`config.mk`:
```
export PLATFORM = sky130hd
export DESIGN_NAME = hazard_forward_ctrl
export DESIGN_NICKNAME = d
export VERILOG_FILES = /design/src/rtl/hazard_pkg.sv /design/src/rtl/md_scoreboard.sv /design/src/rtl/hazard_forward_ctrl.sv
export SDC_FILE = /design/constraint.sdc
export NUM_CORES = 1
export LEC_CHECK = 0
export CAP_MARGIN = 25
export CORE_AREA = 2 2 58 60
export DETAILED_ROUTE_END_ITERATION = 10
export DIE_AREA = 0 0 60 62
export PLACE_DENSITY = 0.78
export SLEW_MARGIN = 20
export SYNTH_ARGS = -nofsm -noshare
export SYNTH_HDL_FRONTEND = slang
export SYNTH_SLANG_ARGS = --single-unit
```
`constraint.sdc`:
```
create_clock -name clk -period 2.4 [get_ports clk]
set_input_delay 0.36 -clock clk [delete_from_list [all_inputs] [get_ports clk]]
set_output_delay 0.36 -clock clk [all_outputs]
set_load 0.01 [all_outputs]
```
`src/rtl/hazard_pkg.sv`:
```
// rtl/hazard_pkg.sv - shared encodings for the hazard/forwarding controller
// Contents: EX operand-select codes, MUL/DIV scoreboard state encoding,
//           forwarding priority helper.
package hazard_pkg;

  // EX operand mux selects
  localparam logic [1:0] FWD_REG = 2'b00;
  localparam logic [1:0] FWD_WB  = 2'b01;
  localparam logic [1:0] FWD_MEM = 2'b10;

  // MUL/DIV scoreboard states
  localparam logic [0:0] SB_IDLE = 1'b0;
  localparam logic [0:0] SB_BUSY = 1'b1;

  // MEM result is younger than WB, so it wins when both match.
  function automatic logic [1:0] fwd_sel(input logic mem_hit, input logic wb_hit);
    if (mem_hit) begin
      return FWD_MEM;
    end else if (wb_hit) begin
      return FWD_WB;
    end else begin
      return FWD_REG;
    end
  endfunction

endpackage

```
`src/rtl/md_scoreboard.sv`:
```
// rtl/md_scoreboard.sv - occupancy tracker for the single non-pipelined MUL/DIV unit
// Ports:
//   i_clk, i_rst            clock, synchronous active-high reset
//   i_id_rs1/2, _used       ID-stage sources and their use flags
//   i_id_rd, i_id_regwen    ID-stage destination and write enable
//   i_id_md_valid           ID instruction is MUL/DIV
//   i_md_start              MUL/DIV issues this cycle (decided by the top)
//   o_busy, o_done          unit occupied / result written at end of this cycle
//   o_md_rd                 destination of the outstanding operation
//   o_hazard                ID instruction must wait for the unit (RAW, WAW, structural)
module md_scoreboard
  import hazard_pkg::*;
#(
  parameter int REG_AW = 5,
  parameter int MD_LAT = 4
) (
  input  logic              i_clk,
  input  logic              i_rst,
  input  logic [REG_AW-1:0] i_id_rs1,
  input  logic [REG_AW-1:0] i_id_rs2,
  input  logic              i_id_rs1_used,
  input  logic              i_id_rs2_used,
  input  logic [REG_AW-1:0] i_id_rd,
  input  logic              i_id_regwen,
  input  logic              i_id_md_valid,
  input  logic              i_md_start,
  output logic              o_busy,
  output logic              o_done,
  output logic [REG_AW-1:0] o_md_rd,
  output logic              o_hazard
);

  localparam int CNT_W = $clog2(MD_LAT);
  // The issue cycle is the first of MD_LAT cycles, so BUSY lasts MD_LAT-1
  // cycles and the counter holds the BUSY cycles still to come after this one.
  localparam logic [CNT_W-1:0] CNT_LOAD = CNT_W'(MD_LAT - 2);
  localparam logic [CNT_W-1:0] CNT_ONE  = CNT_W'(1);

  logic [0:0]        r_state;
  logic [CNT_W-1:0]  r_cnt;
  logic [REG_AW-1:0] r_md_rd;

  logic w_busy;
  logic w_done;
  logic w_active;
  logic w_raw;
  logic w_waw;

  assign w_busy = (r_state == SB_BUSY);
  assign w_done = w_busy && (r_cnt == '0);

  always_ff @(posedge i_clk) begin
    if (i_rst) begin
      r_state <= SB_IDLE;
      r_cnt   <= '0;
      r_md_rd <= '0;
    end else if (i_md_start) begin
      // Covers both a fresh issue and a back-to-back reissue in the done cycle.
      r_state <= SB_BUSY;
      r_cnt   <= CNT_LOAD;
      r_md_rd <= i_id_rd;
    end else if (w_busy) begin
      if (w_done) begin
        r_state <= SB_IDLE;
      end else begin
        r_cnt <= r_cnt - CNT_ONE;
      end
    end
  end

  // In the done cycle the register file write-through feeds ID, and the unit
  // frees up, so nothing has to wait.
  assign w_active = w_busy && !w_done;
  assign w_raw    = (r_md_rd != '0) &&
                    ((i_id_rs1_used && (i_id_rs1 == r_md_rd)) ||
                     (i_id_rs2_used && (i_id_rs2 == r_md_rd)));
  assign w_waw    = i_id_regwen && (i_id_rd == r_md_rd);

  assign o_hazard = w_active && (w_raw || w_waw || i_id_md_valid);
  assign o_busy   = w_busy;
  assign o_done   = w_done;
  assign o_md_rd  = r_md_rd;

endmodule

```
`src/rtl/hazard_forward_ctrl.sv`:
```
// rtl/hazard_forward_ctrl.sv - forwarding, load-use, MUL/DIV and branch-flush control for the 5-stage pipeline
// Ports:
//   clk, rst                          clock, synchronous active-high reset
//   id_* / ex_* / mem_* / wb_*        per-stage register addresses and qualifiers
//   ForwardSelA/B                     EX operand select (00 regfile, 01 WB, 10 MEM)
//   stall, bubble                     hold PC/IF-ID, insert NOP into ID-EX
//   flush_ifid, flush_idex            kill younger instructions on a taken branch
//   md_start, md_busy, md_done, md_rd MUL/DIV issue and occupancy status
// Every output reads 0 while rst is high.
module hazard_forward_ctrl
  import hazard_pkg::*;
#(
  parameter int REG_AW = 5,
  parameter int MD_LAT = 4
) (
  input  logic              clk,
  input  logic              rst,
  input  logic [REG_AW-1:0] id_rs1,
  input  logic [REG_AW-1:0] id_rs2,
  input  logic              id_rs1_used,
  input  logic              id_rs2_used,
  input  logic [REG_AW-1:0] id_rd,
  input  logic              id_RegWEn,
  input  logic              id_md_valid,
  input  logic [REG_AW-1:0] ex_rs1,
  input  logic [REG_AW-1:0] ex_rs2,
  input  logic [REG_AW-1:0] ex_rd,
  input  logic              ex_RegWEn,
  input  logic              ex_is_load,
  input  logic              ex_branch_taken,
  input  logic [REG_AW-1:0] mem_rd,
  input  logic              mem_RegWEn,
  input  logic              mem_is_load,
  input  logic [REG_AW-1:0] wb_rd,
  input  logic              wb_RegWEn,
  output logic [1:0]        ForwardSelA,
  output logic [1:0]        ForwardSelB,
  output logic              stall,
  output logic              bubble,
  output logic              flush_ifid,
  output logic              flush_idex,
  output logic              md_start,
  output logic              md_busy,
  output logic              md_done,
  output logic [REG_AW-1:0] md_rd
);

  logic              w_mem_fwd_ok;
  logic              w_wb_fwd_ok;
  logic [1:0]        w_fwd_a;
  logic [1:0]        w_fwd_b;
  logic              w_lu;
  logic              w_mh;
  logic              w_stall;
  logic              w_md_start;
  logic              w_md_busy;
  logic              w_md_done;
  logic [REG_AW-1:0] w_md_rd;

  // A load in MEM has no data yet; it is caught by the load-use stall instead.
  assign w_mem_fwd_ok = mem_RegWEn && !mem_is_load && (mem_rd != '0);
  assign w_wb_fwd_ok  = wb_RegWEn && (wb_rd != '0);

  assign w_fwd_a = fwd_sel(w_mem_fwd_ok && (mem_rd == ex_rs1),
                           w_wb_fwd_ok  && (wb_rd  == ex_rs1));
  assign w_fwd_b = fwd_sel(w_mem_fwd_ok && (mem_rd == ex_rs2),
                           w_wb_fwd_ok  && (wb_rd  == ex_rs2));

  assign w_lu = ex_is_load && ex_RegWEn && (ex_rd != '0) &&
                ((id_rs1_used && (id_rs1 == ex_rd)) ||
                 (id_rs2_used && (id_rs2 == ex_rd)));

  md_scoreboard #(
    .REG_AW (REG_AW),
    .MD_LAT (MD_LAT)
  ) u_md_scoreboard (
    .i_clk         (clk),
    .i_rst         (rst),
    .i_id_rs1      (id_rs1),
    .i_id_rs2      (id_rs2),
    .i_id_rs1_used (id_rs1_used),
    .i_id_rs2_used (id_rs2_used),
    .i_id_rd       (id_rd),
    .i_id_regwen   (id_RegWEn),
    .i_id_md_valid (id_md_valid),
    .i_md_start    (w_md_start),
    .o_busy        (w_md_busy),
    .o_done        (w_md_done),
    .o_md_rd       (w_md_rd),
    .o_hazard      (w_mh)
  );

  // A taken branch kills the ID instruction, so any hazard it had is moot.
  assign w_stall    = (w_lu || w_mh) && !ex_branch_taken;
  // The unit accepts a new op when idle or in the cycle it retires the old one.
  assign w_md_start = !rst && id_md_valid && (!w_md_busy || w_md_done) &&
                      !w_stall && !ex_branch_taken;

  assign ForwardSelA = rst ? FWD_REG : w_fwd_a;
  assign ForwardSelB = rst ? FWD_REG : w_fwd_b;
  assign stall       = !rst && w_stall;
  assign bubble      = !rst && w_stall;
  assign flush_ifid  = !rst && ex_branch_taken;
  assign flush_idex  = !rst && ex_branch_taken;
  assign md_start    = w_md_start;
  assign md_busy     = !rst && w_md_busy;
  assign md_done     = !rst && w_md_done;
  assign md_rd       = rst ? '0 : w_md_rd;

endmodule
```
==> flow_summary.json, run 1 <==
{
  "cts_tree": "done",
  "syn_nets": 190,
  "power_density_nw_per_um2": 264,
  "die-area_sq_um": 3720,
  "tns_ns": 0,
  "synth_xor_area_share_pct": 36.0,
  "wl_per_cell_microns": 13.0,
  "route.vias.total": 1347,
  "via_per_inst": 4.81,
  "cp_num_cells": 6,
  "fin_skew_ns": 0.000500,
  "drive_above_1_share_pct": 22.2,
  "critical-path-max-stage-delay_ns": 0.50,
  "setup-violations-final": 0,
  "fin_ws_ns": 0.0620,
  "yosys.area_share.simple_pct": 33.1,
  "worstPathArrival_ns": 1.98,
  "synth_top_family_by_area": "XOR/XNOR gates",
  "synthAdderAreaFrac_pct": 0,
  "r2r_slack_ns": 0.85,
  "synth_edf_count": 0,
  "io-pin-count": 68,
  "pre_cts_ws_ns": -0.337,
  "peakVddDrop_uv": 127,
  "placed_cell_area_sq_um": 2010,
  "core_area_sq_um": 3180,
  "r2r_start": "u_md_scoreboard.r_cnt[1]",
  "cp.required_ns": 2.04,
  "dr.first_iter.drc_count": 43,
  "status": "finished, final reports clean",
  "finalCritPeriodShare_pct": 97.4,
  "hold_depth": 2,
  "wl_microns": 3640,
  "path_max_fanout": 3,
  "first_global_vias": 1325,
  "timing.hold.ws_ns": 0.504,
  "syn_to_final_growth_pct": 88.7,
  "synth_cell_types": 32,
  "busiest_layer": "met2",
  "hold_viol": 0,
  "gr-total-overflow": 0,
  "cts_buffers": 3,
  "worst_slew_margin_rel_pct": 74.3,
  "finalCriticalPeriod_ns": 2.34,
  "synth.avg_cell_area_sq_um": 7.94,
  "reg2regPathDepth": 6,
  "rr_endpoint": "u_md_scoreboard.o_md_rd[3]",
  "cts_root_buf": "clkbuf_4",
  "synth.area.top_cells": "xor2_1, xnor2_1, dfxtp_1",
  "antennaDiodeCount": 0,
  "slowest_stage": "or4_4",
  "synth_cells": 138,
  "clk_pin_slew_worst_paths_ns": 0.06,
  "synth_ff_type": "dfxtp_1",
  "grt.total_usage_pct": 20.5,
  "end_kind": "output port",
  "clkSinkCount": 8,
  "worstSkewPairLatency_ns": 0.25,
  "netlist_area_sq_um": 1100,
  "synth_seq_cells": 8,
  "start_util_pct": 34.5,
  "grt_pass1_wl_microns": 5710,
  "maxSlewViolCount": 0,
  "leakage_nw": 0.842,
  "synth_compound_area_share_pct": 12.7,
  "synth_largest_area_cell": "xor2_1",
  "drt-pass1-iter-count": 4,
  "global_route.usage.met3_pct": 4.35,
  "ant_nets": 0,
  "finalInstanceArea_sq_um": 2070,
  "clockBufferDepth": 2,
  "die_x_microns": 60,
  "cts_hold_buf": 0,
  "rows": 21,
  "synth_top_area_share_pct": 19.2,
  "startpoint_type": "input port",
  "synth.yosys.seq_area_share_pct": 14.6,
  "die_h_microns": 62,
  "rsz0062_at_grt": "false",
  "hp-class": "reg -> reg",
  "crit_chain": "clkdlybuf4s50_1 > or4_4 > o211ai_4 > inv_4 > a32o_2 > buf_2",
  "max-cap-violations": 0,
  "worstMarginPinSlew_ns": 0.382,
  "port_buffers": 67,
  "globalplace.congestion": 0.836,
  "remaining_drc_errors": 0,
  "synthMuxAreaShare_pct": 0,
  "use_met2_pct": 37.3,
  "crit_type": "in -> out",
  "grt_util_met1_pct": 23.3,
  "whs_endpoint": "u_md_scoreboard.r_cnt[0]",
  "antenna_found_initial": 0,
  "yosys_warnings": 0,
  "synthArstFlopShare_pct": 0,
  "fmax_ghz": 0.428,
  "path_buf_inv": 3,
  "dp_hpwl_microns": 2930,
  "cts_max_level": 1,
  "critPathTopFamily": "buffers and inverters",
  "grt_max_degree": 20,
  "layout.nets": 288,
  "power_mw": 0.547,
  "min_from": "u_md_scoreboard.r_cnt[0]",
  "cp-startpoint": "ex_rd[3]"
}
[cell usage after synthesis (all sizes together) (4+ instances only)]
| cell | n |
|---|---|
| nor3b | 5 |
| clkbuf | 4 |
| nor4 | 7 |
| nand2b | 7 |
| xnor2 | 21 |
| nor2 | 4 |
| xor2 | 24 |
| nand3 | 14 |
| a22oi | 5 |
| nand4 | 4 |
| nor2b | 8 |
| dfxtp | 8 |
[cell usage in the layout (no fill, tap or decap), drive strengths merged]
cell type,synthesis,final
clkdlybuf4s50,0,56
buf,2,36
xor2,24,24
xnor2,21,21
nand3,14,14
dfxtp,8,8
nor2b,8,8
nand2b,7,7
nor4,7,7
nor3b,5,5
a22oi,5,5
clkbuf,4,5
nand4,4,4
nor2,4,4
nand2,3,3
or4,3,3
nor3,3,3
and4,2,2
dlymetal6s2s,0,2
dlygate4sd2,0,2
o211ai,2,2
inv,2,2
o21ai,2,2
o22ai,1,1
a21oi,1,1
a31oi,1,1
a32o,1,1
nand3b,1,1
a211oi,1,1
a31o,1,1
o21bai,1,1
clkdlybuf4s15,0,1
[routing by layer]
layer / vias to the layer above / wire, microns
li1: 688 / -
met4: 0 / 56
met5: - / 0
met3: 4 / 323
met2: 63 / 1780
met1: 592 / 1480
[report_power, final]
part / internal [mW] / switching (mW)
registers: 0.141 / 0.0114
clock network: 0.0574 / 0.0483
logic: 0.177 / 0.112
[flip-flops by register name (all words and copies together) (netlist names)]
name / count
u_md_scoreboard.o_md_rd: 5
u_md_scoreboard.r_cnt: 2
u_md_scoreboard.o_busy: 1
[how the worst max path moves through the flow]
stage / to / slack (ns)
5_1_grt: ForwardSelB[0] / 0.0008
2_1_floorplan: stall / 0.38
3_5_place_dp: ForwardSelB[0] / -0.34
3_3_place_gp: stall / -0.33
4_1_cts: md_start / 0.007
6_report: stall / 0.06
[cell families after synthesis]
group,Yosys count
DFF,8
and+or+nand+nor,61
buffers and inverters,8
AOI/OAI and AO/OA,16
xor gates and xnor gates,45
[worst register-to-register path: cells and delay by family (launching register included)]
kind | cells | cell delay, ns
buf+inv | 1 | 0.22
flops | 1 | 0.33
compound gates | 2 | 0.42
simple gates | 3 | 0.53
[per-stage QoR]
stage / instances / utilization (%)
2_1_floorplan: 138 / -
3_3_place_gp: 274 / 63.3
3_5_place_dp: 274 / 63.3
4_1_cts: 278 / 63.8
5_1_grt: 280 / 65.1
6_report: 280 / 65.1
[timing repair]
item,4_1_cts,5_1_grt
pin swaps,5,10
endpoints found under the hold margin,0,0
setup endpoints to repair,7,7
gates resized for setup,26,11
buffers inserted,1,2
[layout make-up]
cell class,count,area (sq um)
repair buffers,99,887
clock buffers,3,22.5
well taps,46,57.6
fillers,271,1110
flip-flops and latches,8,160
multi-input cells,122,931
inverters,2,10.0
No activity file was read; power rests on OpenSTA's default activity.
==> run 2: changes to the inputs <==
Settings changed: ABC_AREA from default to 1, CORE_AREA 2 2 58 60 to 2 2 59 61, DIE_AREA 0 0 60 62 to 0 0 61 63, PLACE_DENSITY 0.78 to 0.79, REMOVE_ABC_BUFFERS from default to 1.
==> flow_summary.json, run 2 <==
{
  "status": "finished, final reports clean",
  "cts_tree": "done",
  "yosys_warnings": 0,
  "start_util_pct": 37.2,
  "min_from": "u_md_scoreboard.r_cnt[1]",
  "startpoint_type": "input port",
  "route.vias.total": 1666,
  "r2r_start": "u_md_scoreboard.r_cnt[0]",
  "io-pin-count": 68,
  "setup-violations-final": 0,
  "final_common_cell": "nand2_1",
  "end_kind": "output port",
  "antennaDiodeCount": 0,
  "first_global_vias": 1585,
  "rr_endpoint": "u_md_scoreboard.o_md_rd[4]",
  "synth.area.top_cells": "nand2_1, dfxtp_1, nor2_1",
  "die-area_sq_um": 3840,
  "path_max_fanout": 4,
  "ant_nets": 0,
  "maxSlewViolCount": 0,
  "cp.required_ns": 2.04,
  "synth_edf_count": 0,
  "peakVddDrop_uv": 244,
  "hp-class": "reg -> reg",
  "antenna_found_initial": 0,
  "synth_seq_cells": 8,
  "fin_skew_ns": 0.000166,
  "synth_cells": 229,
  "synthArstFlopShare_pct": 0,
  "wl_microns": 3820,
  "power_density_nw_per_um2": 257,
  "dp_hpwl_microns": 3250,
  "grt_pass1_wl_microns": 6270,
  "die_h_microns": 63,
  "r2r_slack_ns": 1.10,
  "tns_ns": 0,
  "synth_largest_area_cell": "nand2_1",
  "final_cell_mix": "nand2_1, clkdlybuf4s50_1, nor2_1",
  "whs_endpoint": "u_md_scoreboard.r_cnt[1]",
  "synth_top_area_share_pct": 21.5,
  "hold_viol": 0,
  "reg2regPathDepth": 6,
  "clk_pin_slew_worst_paths_ns": 0.06,
  "remaining_drc_errors": 0,
  "rsz0062_at_grt": "false",
  "fmax_ghz": 0.452,
  "synth.avg_cell_area_sq_um": 5.26,
  "synth.yosys.seq_area_share_pct": 13.3,
  "cts_root_buf": "clkbuf_4",
  "nFillCells": 331,
  "grt.total_usage_pct": 20.8,
  "leakage_nw": 0.982,
  "worstSkewPairLatency_ns": 0.25,
  "finalCritPeriodShare_pct": 92.2,
  "clockBufferDepth": 2,
  "synth_most_common_cell": "nand2_1",
  "drive_above_1_share_pct": 10.0,
  "port_buffers": 67,
  "largest_reg_flops": 5,
  "synth_commonest_cells": "nand2_1, nor2_1, inv_1",
  "clkSinkCount": 8,
  "worstPathArrival_ns": 1.85,
  "drt-pass1-iter-count": 4,
  "die_x_microns": 61,
  "rows": 21,
  "grt_max_degree": 11,
  "cts_max_level": 1,
  "dr.first_iter.drc_count": 46,
  "gr-total-overflow": 0,
  "worst_slew_margin_rel_pct": 81.3,
  "globalplace.congestion": 0.911,
  "cts_setup_buffers": 0,
  "crit_type": "in -> out",
  "wl_per_cell_microns": 10.7,
  "timing.hold.ws_ns": 0.507,
  "core_area_sq_um": 3230,
  "via_per_inst": 4.68,
  "syn_to_final_growth_pct": 68.2,
  "synth_ff_type": "dfxtp_1",
  "worstMarginPinSlew_ns": 0.280,
  "cts_buffers": 3,
  "finalCriticalPeriod_ns": 2.21,
  "hold_depth": 2,
  "netlist_area_sq_um": 1200,
  "synth_cell_types": 22,
  "layout.nets": 364,
  "max-cap-violations": 0
}
-- run 2: cell types whose count changed in the layout (fill, tap and decap cells not counted), moves of 5 or more --
cell | before | now
nor3b_1 | 5 | 0
buf_4 | 31 | 16
nand2b_1 | 7 | 0
nand2_1 | 3 | 69
inv_1 | 1 | 31
a21oi_1 | 0 | 12
o21ai_0 | 1 | 11
xor2_1 | 24 | 7
nor2_1 | 4 | 42
xnor2_1 | 21 | 9
nor2b_1 | 7 | 0
a22oi_1 | 5 | 0
-- run 2: logic make-up (layout without fill, tap and decap cells) --
group	after synthesis	in the layout	synth area share, %
AND/OR/NAND/NOR	140	140	50.0
flip-flops	8	8	13.3
AO/OA/AOI/OAI	26	26	11.0
XOR/XNOR	16	16	11.6
buffers and inverters	39	120	14.0
-- run 2: worst max-delay path by stage --
stage | from | to | slack (ns) | cells past startpoint
after detailed placement | id_rs1[1] | stall | -0.14 | 10
after CTS | id_rs1[1] | stall | 0.14 | 12
after global placement | id_rs1[1] | stall | -0.13 | 12
after floorplan | rst | md_start | 0.70 | 5
final | ex_rd[3] | md_start | 0.19 | 11
after global routing | id_rs1[2] | bubble | 0.007 | 12
-- run 2: power breakdown --
part	internal, mW	switching (mW)	total, mW
sequential	0.139	0.00630	0.145
clock	0.0573	0.0464	0.104
combinational	0.151	0.120	0.271
total	0.347	0.173	0.520
-- run 2: cell type report --
type,instances,area (sq um),area share (%)
clock buffers,3,22.5,1.11
well taps,46,57.6,2.84
inverters,34,128,6.30
flip-flops and latches,8,160,7.91
repair buffers,83,778,38.4
multi-input cells,182,878,43.4
-- run 2: metrics by stage --
stage	instances	instance area [sq um]	power [mW]	utilization, %	setup slack [ns]
after floorplan	224	1160	0.260	-	0.697
after global placement	353	2010	0.415	62.2	-0.132
after detailed placement	353	2010	0.420	62.2	-0.143
after global routing	356	2020	0.564	62.6	0.00708
final	356	2020	0.520	62.6	0.188
after CTS	356	2020	0.521	62.6	0.140
-- run 2: routing by layer --
| layer | vias to the layer above | GRT usage [%] | wire length (microns) |
|---|---|---|---|
| met5 | - | 0 | 0 |
| met4 | 0 | 4.08 | 32 |
| met3 | 4 | 4.14 | 321 |
| met2 | 69 | 37.5 | 1830 |
| met1 | 713 | 24.6 | 1640 |
| li1 | 880 | - | - |
-- run 2: timing repair --
action / in CTS / in global routing
setup endpoints to repair: 7 / 2
gates resized for setup: 8 / 4
hold buffers: 0 / 0
-- run 2: worst max-delay path, stage by stage --
cell and delay, ns:
clkdlybuf4s50_1 0.56, inv_2 0.05, nand2_1 0.05, nand2_1 0.05, nor2_1 0.11, nand3_1 0.09
nand2_1 0.08, nand2_2 0.08, nand2_1 0.09, inv_1 0.05, dlygate4sd2_1 0.27
==> run 3: changes to the inputs <==
Settings changed: ABC_CLOCK_PERIOD_IN_PS from default to 2400, MAX_ROUTING_LAYER from default to met4.
==> flow_summary.json, run 3 (same netlist as run 2, synthesis figures left out) <==
{
  "status": "finished, final reports clean",
  "seqPwrFrac_pct": 27.9,
  "dp_hpwl_microns": 3250,
  "cts_max_level": 1,
  "port_buffers": 67,
  "p_int_mw": 0.347,
  "dr.first_iter.drc_count": 55,
  "start_util_pct": 37.2,
  "ant_nets": 0,
  "power_mw": 0.521,
  "leakage_nw": 0.982,
  "nFillCells": 331,
  "io-pin-count": 68,
  "p_clk_share_pct": 20.0,
  "die_h_microns": 63,
  "route.vias.total": 1664,
  "clkSinkCount": 8,
  "drt-pass1-iter-count": 4,
  "globalplace.congestion": 0.927,
  "min_from": "u_md_scoreboard.r_cnt[1]",
  "path_max_fanout": 4,
  "wl_per_cell_microns": 10.7,
  "setup-violations-final": 0,
  "crit_type": "in -> out",
  "pre_cts_ws_ns": -0.143,
  "wl_microns": 3820,
  "hp-class": "reg -> reg",
  "tns_ns": 0,
  "cts_tree": "done",
  "rsz0062_at_grt": "false",
  "grt_pass1_wl_microns": 6270,
  "layout.nets": 364,
  "antenna_found_initial": 0,
  "cp.required_ns": 2.04,
  "fin_ws_ns": 0.187,
  "finalCriticalPeriod_ns": 2.21,
  "cp-startpoint": "ex_rd[3]",
  "placed_cell_area_sq_um": 2010,
  "die-area_sq_um": 3840,
  "rows": 21,
  "maxSlewViolCount": 0,
  "hold_viol": 0,
  "largest_reg_flops": 5,
  "drive_above_1_share_pct": 10.0,
  "power_density_nw_per_um2": 257,
  "worst_slew_margin_rel_pct": 81.3,
  "final_cell_mix": "nand2_1, clkdlybuf4s50_1, nor2_1",
  "via_per_inst": 4.67,
  "swShare_pct": 33.3,
  "finalInstanceArea_sq_um": 2020,
  "worstSkewPairLatency_ns": 0.25,
  "gr-total-overflow": 0,
  "cts_setup_buffers": 0,
  "fin_skew_ns": 0.000309,
  "clk_pin_slew_worst_paths_ns": 0.06,
  "final_common_cell": "nand2_1",
  "syn_to_final_growth_pct": 68.2,
  "fmax_ghz": 0.452,
  "fin_util_pct": 62.6,
  "switchingPower_mw": 0.173,
  "grt.total_usage_pct": 21.3,
  "worstMarginPinSlew_ns": 0.280,
  "end_kind": "output port",
  "worstPathArrival_ns": 1.85,
  "remaining_drc_errors": 0,
  "r2r_start": "u_md_scoreboard.r_cnt[0]",
  "core_area_sq_um": 3230,
  "cts_buffers": 3,
  "grt_max_degree": 11,
  "clockBufferDepth": 2,
  "p_comb_share_pct": 52.1,
  "startpoint_type": "input port",
  "peakVddDrop_uv": 245,
  "first_global_vias": 1584,
  "die_x_microns": 61,
  "max-cap-violations": 0,
  "finalCritPeriodShare_pct": 92.2,
  "cts_root_buf": "clkbuf_4",
  "antennaDiodeCount": 0
}
==> run 3: cell counts in the layout (fill, tap and decap cells not counted) <==
Identical to the previous run, type by type.
==> run 3: final timing paths <==
kind / end / depth (start not counted) / slack [ns]
setup / recovery: md_start / 11 / 0.19
setup reg to reg: u_md_scoreboard.o_md_rd[4] / 6 / 1.11
hold reg to reg: u_md_scoreboard.r_cnt[1] / 2 / 0.51
hold / removal: u_md_scoreboard.r_cnt[1] / 2 / 0.51
==> run 3: power groups by stage <==
| stage | Combinational [mW] | Sequential [mW] | Clock (mW) |
|---|---|---|---|
| floorplan | 0.113 | 0.147 | 0 |
| global placement | 0.267 | 0.148 | 0 |
| detailed placement | 0.272 | 0.148 | 0 |
| CTS | 0.272 | 0.145 | 0.104 |
| global route | 0.303 | 0.146 | 0.115 |
| finish | 0.271 | 0.145 | 0.104 |
==> run 3: cell type report <==
cell class                 instances  area, sq um  share of cell area [%]
clock buffer                       3         22.5                    1.11
inverter                          34          128                    6.30
multi-input combinational        182          878                    43.4
sequential                         8          160                    7.91
tap                               46         57.6                    2.84
timing repair buffer              83          778                    38.4
==> run 3: metal layers <==
metal,vias up,track usage (%),share of wire (%)
met5,-,-,0
met4,0,4.08,0.92
met3,6,3.52,7.7
met2,66,37.5,48
met1,712,25.0,43
li1,880,-,-
==> run 3: stage by stage <==
step,std cells,hold slack (ns)
2_1_floorplan,224,0.429
3_3_place_gp,353,0.481
3_5_place_dp,353,0.490
4_1_cts,356,0.500
5_1_grt,356,0.543
6_report,356,0.507
==> run 3: worst max-delay path, stage by stage <==
cell	delay [ns]
clkdlybuf4s50_1	0.56
inv_2	0.05
nand2_1	0.05
nand2_1	0.05
nor2_1	0.11
nand3_1	0.09
nand2_1	0.08
nand2_2	0.08
nand2_1	0.09
inv_1	0.05
dlygate4sd2_1	0.27
==> run 3: timing repair <==
item | in CTS | in global routing
endpoints found under the hold margin | 0 | 0
resized for setup | 8 | 4
hold buffers | 0 | 0
setup endpoints to repair | 7 | 2
